--- src/rtl/riscv_fetch_ctrl.sv ---
// Multi-cycle fetch sequencer: owns the PC, fetches, waits on execute, retires.
// Optional fetch-response watchdog enabled by defining FETCH_TIMEOUT_EN.
module riscv_fetch_ctrl #(
   parameter logic [31:0] RESET_PC       = 32'h0000_0000,
   parameter int unsigned TIMEOUT_CYCLES = 255
) (
   input  logic        clk,
   input  logic        rst,
   input  logic [31:0] npc_i,
   input  logic        exec_done_i,
   input  logic        halt_i,
   output logic        imem_req_valid_o,
   input  logic        imem_req_ready_i,
   output logic [31:0] imem_req_addr_o,
   input  logic        imem_resp_valid_i,
   input  logic [31:0] imem_resp_data_i,
   input  logic        imem_resp_err_i,
   output logic [31:0] pc_o,
   output logic [31:0] inst_o,
   output logic        inst_valid_o,
   output logic        retire_o,
   output logic [31:0] instret_o,
   output logic        halted_o,
   output logic        fault_o,
   output logic [1:0]  fault_cause_o
);

   typedef enum logic [2:0] {
      S_REQ,
      S_WAIT,
      S_EXEC,
      S_HALT,
      S_FAULT
   } state_t;

   localparam logic [1:0] CAUSE_MISALIGN = 2'b01;
   localparam logic [1:0] CAUSE_BUS      = 2'b10;
`ifdef FETCH_TIMEOUT_EN
   localparam logic [1:0] CAUSE_TIMEOUT  = 2'b11;
   localparam int CLOG = $clog2(TIMEOUT_CYCLES + 1);
   localparam int CW   = (CLOG > 8) ? CLOG : 8;
   localparam logic [CW-1:0] TO_LIM = CW'(TIMEOUT_CYCLES);
`else
   localparam int unsigned unused_timeout = TIMEOUT_CYCLES;
`endif

   state_t      state_q, state_d;
   logic [31:0] pc_q, pc_d;
   logic [31:0] inst_q, inst_d;
   logic [31:0] instret_q, instret_d;
   logic [1:0]  cause_q, cause_d;
`ifdef FETCH_TIMEOUT_EN
   logic [CW-1:0] wcnt_q, wcnt_d;
`endif

   // Next-state and datapath updates for the fetch/execute handshake loop
   always_comb begin
      state_d   = state_q;
      pc_d      = pc_q;
      inst_d    = inst_q;
      instret_d = instret_q;
      cause_d   = cause_q;
`ifdef FETCH_TIMEOUT_EN
      wcnt_d    = wcnt_q;
`endif
      case (state_q)
         S_REQ: begin
            if (imem_req_ready_i) begin
               state_d = S_WAIT;
`ifdef FETCH_TIMEOUT_EN
               wcnt_d  = '0;
`endif
            end
         end
         S_WAIT: begin
            if (imem_resp_valid_i) begin
               if (imem_resp_err_i) begin
                  cause_d = CAUSE_BUS;
                  state_d = S_FAULT;
               end else begin
                  inst_d  = imem_resp_data_i;
                  state_d = S_EXEC;
               end
            end
`ifdef FETCH_TIMEOUT_EN
            else begin
               wcnt_d = wcnt_q + CW'(1);
               if (wcnt_d == TO_LIM) begin
                  cause_d = CAUSE_TIMEOUT;
                  state_d = S_FAULT;
               end
            end
`endif
         end
         S_EXEC: begin
            if (exec_done_i) begin
               instret_d = instret_q + 32'd1;
               if (halt_i) begin
                  state_d = S_HALT;
               end else if (npc_i[1:0] != 2'b00) begin
                  cause_d = CAUSE_MISALIGN;
                  state_d = S_FAULT;
               end else begin
                  pc_d    = npc_i;
                  state_d = S_REQ;
               end
            end
         end
         default: ;
      endcase
   end

   // State and architectural registers with synchronous reset
   always_ff @(posedge clk) begin
      if (rst) begin
         state_q   <= S_REQ;
         pc_q      <= RESET_PC;
         inst_q    <= '0;
         instret_q <= '0;
         cause_q   <= '0;
`ifdef FETCH_TIMEOUT_EN
         wcnt_q    <= '0;
`endif
      end else begin
         state_q   <= state_d;
         pc_q      <= pc_d;
         inst_q    <= inst_d;
         instret_q <= instret_d;
         cause_q   <= cause_d;
`ifdef FETCH_TIMEOUT_EN
         wcnt_q    <= wcnt_d;
`endif
      end
   end

   assign imem_req_valid_o = (state_q == S_REQ) && !rst;
   assign imem_req_addr_o  = pc_q;
   assign pc_o             = pc_q;
   assign inst_o           = inst_q;
   assign inst_valid_o     = (state_q == S_EXEC);
   assign retire_o         = (state_q == S_EXEC) && exec_done_i && !rst;
   assign instret_o        = instret_q;
   assign halted_o         = (state_q == S_HALT);
   assign fault_o          = (state_q == S_FAULT);
   assign fault_cause_o    = cause_q;

endmodule

--- config.mk ---
export PLATFORM = sky130hd
export DESIGN_NAME = riscv_fetch_ctrl
export DESIGN_NICKNAME = d
export VERILOG_FILES = /design/src/rtl/riscv_fetch_ctrl.sv
export SDC_FILE = /design/constraint.sdc
export NUM_CORES = 1
export LEC_CHECK = 0
export ABC_AREA = 1
export BUFFER_PORTS_ARGS = -buffer_cell sky130_fd_sc_hd__buf_2
export CAP_MARGIN = 20
export CORE_MARGIN = 5
export CORE_UTILIZATION = 47
export DETAILED_ROUTE_END_ITERATION = 8
export HOLD_SLACK_MARGIN = 0.1
export PLACE_DENSITY = 0.8
export REMOVE_ABC_BUFFERS = 1
export SLEW_MARGIN = 20
export SYNTH_ARGS = -nofsm -noshare
export SYNTH_HDL_FRONTEND = slang
export SYNTH_SLANG_ARGS = --single-unit
export TNS_END_PERCENT = 20
--- constraint.sdc ---
create_clock -name clk -period 1.7 [get_ports clk]
set_clock_uncertainty 0.05 [all_clocks]
set_input_delay 0.17 -clock clk [delete_from_list [all_inputs] [get_ports clk]]
set_output_delay 0.17 -clock clk [all_outputs]
set_load 0.02 [all_outputs]
== After elaboration in Yosys (flattened, before gate mapping) ==
Cells that the tools add are included.
W data, S select, Z words.
Cells by class
  equal/unequal tests: 10
  reductions and logical operators: 13
  muxes and demuxes: 13
  bitwise logic cells: 3
  add/sub/neg operators: 1
Operators by type and width (count)
  $add A32 B1 Y32 const B: 1
  $mux W3: 6
  $mux W2: 5
  $ne A2 B2 Y1 const B: 5
  $pmux W3 S3: 1
  $reduce_and A4 Y1: 2
  $eq A3 B2 Y1 const B: 2
  $reduce_and A6 Y1: 1
  $pmux W2 S2: 1
  $reduce_bool A2 Y1: 2
  $eq A3 B1 Y1 const B: 1
  $eq A3 B3 Y1 const B: 1
  $logic_and A1 B1 Y1: 3
  $logic_not A3 Y1: 1
  $not A1 Y1: 3
  $reduce_and A3 Y1: 1
  $reduce_bool A3 Y1: 1
  $ne A2 B1 Y1 const B: 1
  $reduce_and A2 Y1: 1
  $logic_not A1 Y1: 1
Storage, ports and cells
  word-level logic and storage cells: 45
  output and inout port bits: 135
  input bits: 71
  register bits: 101

== Logic depth before layout (Yosys ltp) ==
  depth after elaboration: 5
  mapped depth: 10
  mapped depth without buffers: 10

== Worst setup path before layout ==
OpenSTA, ideal clock, no wires.
  path type: register to register
  from: reg instret_q[0], in the netlist instret_o[0]
  to: reg instret_q[14], in the netlist instret_o[14]
  setup slack: 0.056 ns
  library setup time: 0.110 ns
  clock period less this slack: 1.644 ns
  data required time: 1.540 ns
  arrival: 1.484 ns
  cell stages (with the launch flop): 11
  path buffers: 0
  cell sequence: dfxtp_1 ha_1 inv_1 nor2_1 nand2_1 nor2_4 nand2_1 nor2_1 nand2_1 nand2_1 nor2_1
Between the ends
  cells in the longest elaborated chain, start to end: 1
Ends and longest elaborated chain
  from (decl): line 50  | logic [31:0] instret_q, instret_d;
  from (signal assigned): line 128  | instret_q <= instret_d;
  $add A32 B1 Y32: line 97  | instret_d = instret_q + 32'd1;
Every way passes these cells.
A chain may end at the register's enable or synchronous reset.

== Worst setup path in the final report ==
  from: reg state_q[1]
  to: reg pc_q[22], in the netlist imem_req_addr_o[22]
Between the ends
  cells in the longest elaborated chain, start to end: 2
Ends and longest elaborated chain
  from (decl): line 47  | state_t state_q, state_d;
  from (signal assigned): line 125  | state_q <= state_d;
  $eq A3 B2 Y1: line 66  | case (state_q)
  $reduce_and A4 Y1 (no source line)
  to (signal assigned): line 126  | pc_q <= pc_d;
  to (decl): line 48  | logic [31:0] pc_q, pc_d;
Every way passes these cells.

==> impl_metrics.prom <==
# TYPE chip_impl_metric gauge
chip_impl_metric{name="synthDistinctLibCells",unit=""} 33
chip_impl_metric{name="number_of_fill_cells",unit=""} 819
chip_impl_metric{name="synth_simple_gate_area_frac",unit=""} 0.311
chip_impl_metric{name="setup_violations",unit=""} 0
chip_impl_metric{name="drt_drc_violations_left",unit=""} 0
chip_impl_metric{name="fin_crit_sh",unit=""} 0.940
chip_impl_metric{name="final_setup_margin",unit="ps"} 102
chip_impl_metric{name="ys_seq_area_frac",unit=""} 0.441
chip_impl_metric{name="synth_area",unit="µm²"} 4580
chip_impl_info{name="worstSetupEndpoint",value="imem_req_addr_o[22]"} 1
chip_impl_metric{name="ant_diodes",unit=""} 0
chip_impl_info{name="synth_top_area_cell",value="sky130_fd_sc_hd__dfxtp_1"} 1
chip_impl_metric{name="p_leak",unit="nW"} 3.16
chip_impl_metric{name="detailedPlacementHpwl",unit="µm"} 9350
chip_impl_info{name="r2r_start",value="state_q[1]"} 1
chip_impl_metric{name="worst_pin_slew",unit="ps"} 309
chip_impl_metric{name="fin_nets",unit=""} 964
chip_impl_metric{name="drt_wl_total",unit="µm"} 14300
chip_impl_metric{name="maxCapViolations",unit=""} 0
chip_impl_metric{name="timing_max_transition_violations_final",unit=""} 0
chip_impl_metric{name="synth-edff-count",unit=""} 0
chip_impl_metric{name="synth.mux.area_fraction",unit=""} 0
chip_impl_info{name="largest_family_of_logic_cells_by_synthesized_area",value="simple AND/OR/NAND/NOR gates"} 1
chip_impl_metric{name="drt-initial-drc-count",unit=""} 310
chip_impl_metric{name="power.ir.vdd_worst",unit="mV"} 0.542
chip_impl_info{name="path_class_of_the_lowest_slack_min_delay_path",value="in -> reg"} 1
chip_impl_info{name="r2r_end",value="imem_req_addr_o[22]"} 1
chip_impl_info{name="setup.worst_path.class",value="reg -> reg"} 1
chip_impl_metric{name="placeableCoreArea",unit="µm²"} 9640
chip_impl_metric{name="post_synth_fa_ha_maj_area_fraction",unit=""} 0.00273
chip_impl_metric{name="dp.cells",unit=""} 952
chip_impl_metric{name="fp.dieW",unit="µm"} 109
chip_impl_metric{name="postLayoutCoreUtil",unit=""} 0.662
chip_impl_metric{name="power.density_cell_area",unit="nW/µm²"} 881
chip_impl_info{name="layout_common_cells",value="sky130_fd_sc_hd__buf_2, sky130_fd_sc_hd__nor2_1, sky130_fd_sc_hd__dfxtp_1"} 1
chip_impl_metric{name="cp_data_required_time",unit="ps"} 1900
chip_impl_metric{name="fmaxAchievable",unit="MHz"} 626
chip_impl_metric{name="synth.top_cell.area_share",unit=""} 0.441
chip_impl_info{name="end_kind",value="register"} 1
chip_impl_metric{name="synth_xor_area_frac",unit=""} 0.00191
chip_impl_metric{name="grt_pass1_vias",unit=""} 4850
chip_impl_metric{name="grt_first_pass_wirelength",unit="µm"} 22400
chip_impl_metric{name="synthesis.instances",unit=""} 656
chip_impl_metric{name="grtUsageTotal",unit=""} 0.238
chip_impl_metric{name="grt_start_max_net_pins",unit=""} 44
chip_impl_metric{name="wire_per_inst",unit="µm"} 13.9
chip_impl_metric{name="timing.critical_path.arrival",unit="ps"} 1800
chip_impl_metric{name="highest_net_fanout_along_the_worst_path",unit=""} 9
chip_impl_metric{name="global_route.usage.met3",unit=""} 0.0639
chip_impl_metric{name="io-pin-count",unit=""} 206
chip_impl_info{name="setup_repair_after_global_routing_missed_its_margin",value="yes"} 1
chip_impl_metric{name="final_period_minus_worst_setup_slack",unit="ps"} 1600
chip_impl_info{name="critical_path.startpoint",value="state_q[1]"} 1
chip_impl_metric{name="antenna_left",unit=""} 0
chip_impl_metric{name="yosys_warnings",unit=""} 0
chip_impl_metric{name="cts-buffers-inserted",unit=""} 9
chip_impl_metric{name="vias",unit=""} 5103
chip_impl_metric{name="clk_pin_slew",unit="ps"} 110
chip_impl_info{name="busiest_layer",value="met2"} 1
chip_impl_metric{name="drive_gt1_frac",unit=""} 0.290
chip_impl_metric{name="fp.dieArea",unit="µm²"} 11800
chip_impl_metric{name="fin_setup_tns",unit="ps"} 0
chip_impl_metric{name="first_pass_iters",unit=""} 5
chip_impl_metric{name="synth-seq-cells",unit=""} 101
chip_impl_metric{name="io_buffer_count",unit=""} 205
chip_impl_metric{name="hold_viol",unit=""} 0
chip_impl_metric{name="r2r_slack",unit="ps"} 100
chip_impl_info{name="critPathLaunchType",value="register"} 1
chip_impl_metric{name="complex_gate_fraction_of_the_synthesized_area",unit=""} 0.112
chip_impl_info{name="layout_commonest_cell",value="sky130_fd_sc_hd__buf_2"} 1
chip_impl_metric{name="cts_max_level",unit=""} 3
chip_impl_metric{name="use_met1",unit=""} 0.265
chip_impl_metric{name="preCtsSetupSlack",unit="ps"} 62.7
chip_impl_metric{name="ctsLongestPathBuffers",unit=""} 2
chip_impl_metric{name="area_growth",unit="%"} 39.1
chip_impl_metric{name="start_util",unit=""} 0.476
chip_impl_metric{name="cts.sink_count",unit=""} 101
chip_impl_metric{name="initial_antenna_violation_count",unit=""} 0
chip_impl_metric{name="worstRegToRegCells",unit=""} 6
chip_impl_metric{name="std_cell_rows",unit=""} 36
chip_impl_metric{name="place_congestion",unit=""} 0.898
chip_impl_metric{name="overflow_after_grt",unit=""} 0
chip_impl_metric{name="async_flop_share",unit=""} 0
chip_impl_info{name="clock-root-buffer",value="sky130_fd_sc_hd__clkbuf_8"} 1
chip_impl_metric{name="average_size_of_a_mapped_cell",unit="µm²"} 6.99
chip_impl_metric{name="route.detailed.vias_per_inst",unit=""} 4.95
chip_impl_info{name="outcome",value="complete, no violations"} 1
chip_impl_metric{name="die_h",unit="µm"} 109
chip_impl_metric{name="slew-limit-headroom",unit=""} 0.792
chip_impl_metric{name="final-instance-count-excl-fill",unit=""} 1030
chip_impl_info{name="synth.top_cells.by_area",value="sky130_fd_sc_hd__dfxtp_1, sky130_fd_sc_hd__nor2_1, sky130_fd_sc_hd__o21ai_0"} 1
chip_impl_info{name="synth_ff_type",value="sky130_fd_sc_hd__dfxtp_1"} 1
chip_impl_metric{name="grtUsageMet2",unit=""} 0.424
chip_impl_metric{name="clkLatencyLatePin",unit="ps"} 360
chip_impl_info{name="clock_tree_from_tritoncts",value="yes"} 1
==> cell type report <==
| type | count | area (µm²) | share of cell area |
|---|---|---|---|
| Clock buffer | 9 | 124 | 0.0194 |
| Timing Repair Buffer | 281 | 1800 | 0.281 |
| Sequential cell | 101 | 2020 | 0.317 |
| Tap cell | 133 | 166 | 0.0261 |
| Multi-Input combinational cell | 439 | 1970 | 0.309 |
| Clock inverter | 7 | 67.6 | 0.0106 |
| Inverter | 60 | 230 | 0.0361 |
==> worst min-delay path by stage <==
stage | from | endpoint | depth (start not counted)
after detailed placement | imem_resp_data_i[4] | inst_o[4] | 3
final | rst | instret_o[1] | 3
after CTS | rst | fault_cause_o[1] | 3
after global placement | imem_resp_data_i[12] | inst_o[12] | 3
after floorplan | rst | fault_cause_o[1] | 1
after global routing | rst | fault_cause_o[1] | 3
==> where the power goes <==
part	switching, mW	internal [mW]
clock network	0.927	0.575
logic	0.893	0.560
registers	0.122	2.54
total	1.94	3.68
==> synthesized netlist by cell type, types with 4 or more instances <==
cell                       instances
sky130_fd_sc_hd__a21oi_1          15
sky130_fd_sc_hd__buf_2             8
sky130_fd_sc_hd__buf_4            32
sky130_fd_sc_hd__buf_6             4
sky130_fd_sc_hd__clkbuf_1         11
sky130_fd_sc_hd__dfxtp_1         101
sky130_fd_sc_hd__inv_1            56
sky130_fd_sc_hd__nand2_1          89
sky130_fd_sc_hd__nand3_1          21
sky130_fd_sc_hd__nand4_1          10
sky130_fd_sc_hd__nor2_1          192
sky130_fd_sc_hd__nor2_4            5
sky130_fd_sc_hd__nor3_1            7
sky130_fd_sc_hd__o21ai_0          70
sky130_fd_sc_hd__o21ai_1           8
==> sequential cells by signal, summed over array words and instances (netlist names) <==
| register | cells |
|---|---|
| fault_cause_o | 2 |
| imem_req_addr_o | 32 |
| inst_o | 32 |
| instret_o | 32 |
| state_q | 3 |
==> what timing repair did <==
| action | in CTS | in global routing |
|---|---|---|
| pin swaps | 0 | 1 |
| gates cloned | 0 | 0 |
| resized for setup | 1 | 10 |
| hold buffers | 62 | 0 |
| endpoints found under the setup margin | 1 | 48 |
| hold endpoints to repair | 62 | 0 |
| buffers inserted | 0 | 0 |
==> worst max-delay path, cell delays in order (launching register included) <==
cell	delay (ps)
sky130_fd_sc_hd__dfxtp_1	480
sky130_fd_sc_hd__nand3_4	130
sky130_fd_sc_hd__inv_4	130
sky130_fd_sc_hd__nand3_2	190
sky130_fd_sc_hd__buf_4	230
sky130_fd_sc_hd__o21ai_0	220
sky130_fd_sc_hd__nor2_1	80
==> per-stage QoR <==
stage	area, µm²	total power, mW	hold WS, ps
2_1_floorplan	4210	3.51	189
3_3_place_gp	5550	4.00	342
3_5_place_dp	5550	4.01	345
4_1_cts	6360	5.61	151
5_1_grt	6380	5.88	184
6_report	6380	5.62	161
==> metal layers <==
metal | wire length [µm] | share of wire | vias to the layer above
li1 | - | - | 2509
met1 | 5460 | 0.38 | 2307
met2 | 7110 | 0.50 | 244
met3 | 1280 | 0.090 | 43
met4 | 453 | 0.032 | 0
met5 | 0 | 0 | -
==> cells by family after synthesis <==
kind of cell | Yosys count
and+or+nand+nor | 337
xor gates and xnor gates | 1
DFF | 101
AOI/OAI and AO/OA | 100
buffers and inverters | 116
adders and majority gates | 1
(Power assumes the default switching activity.)
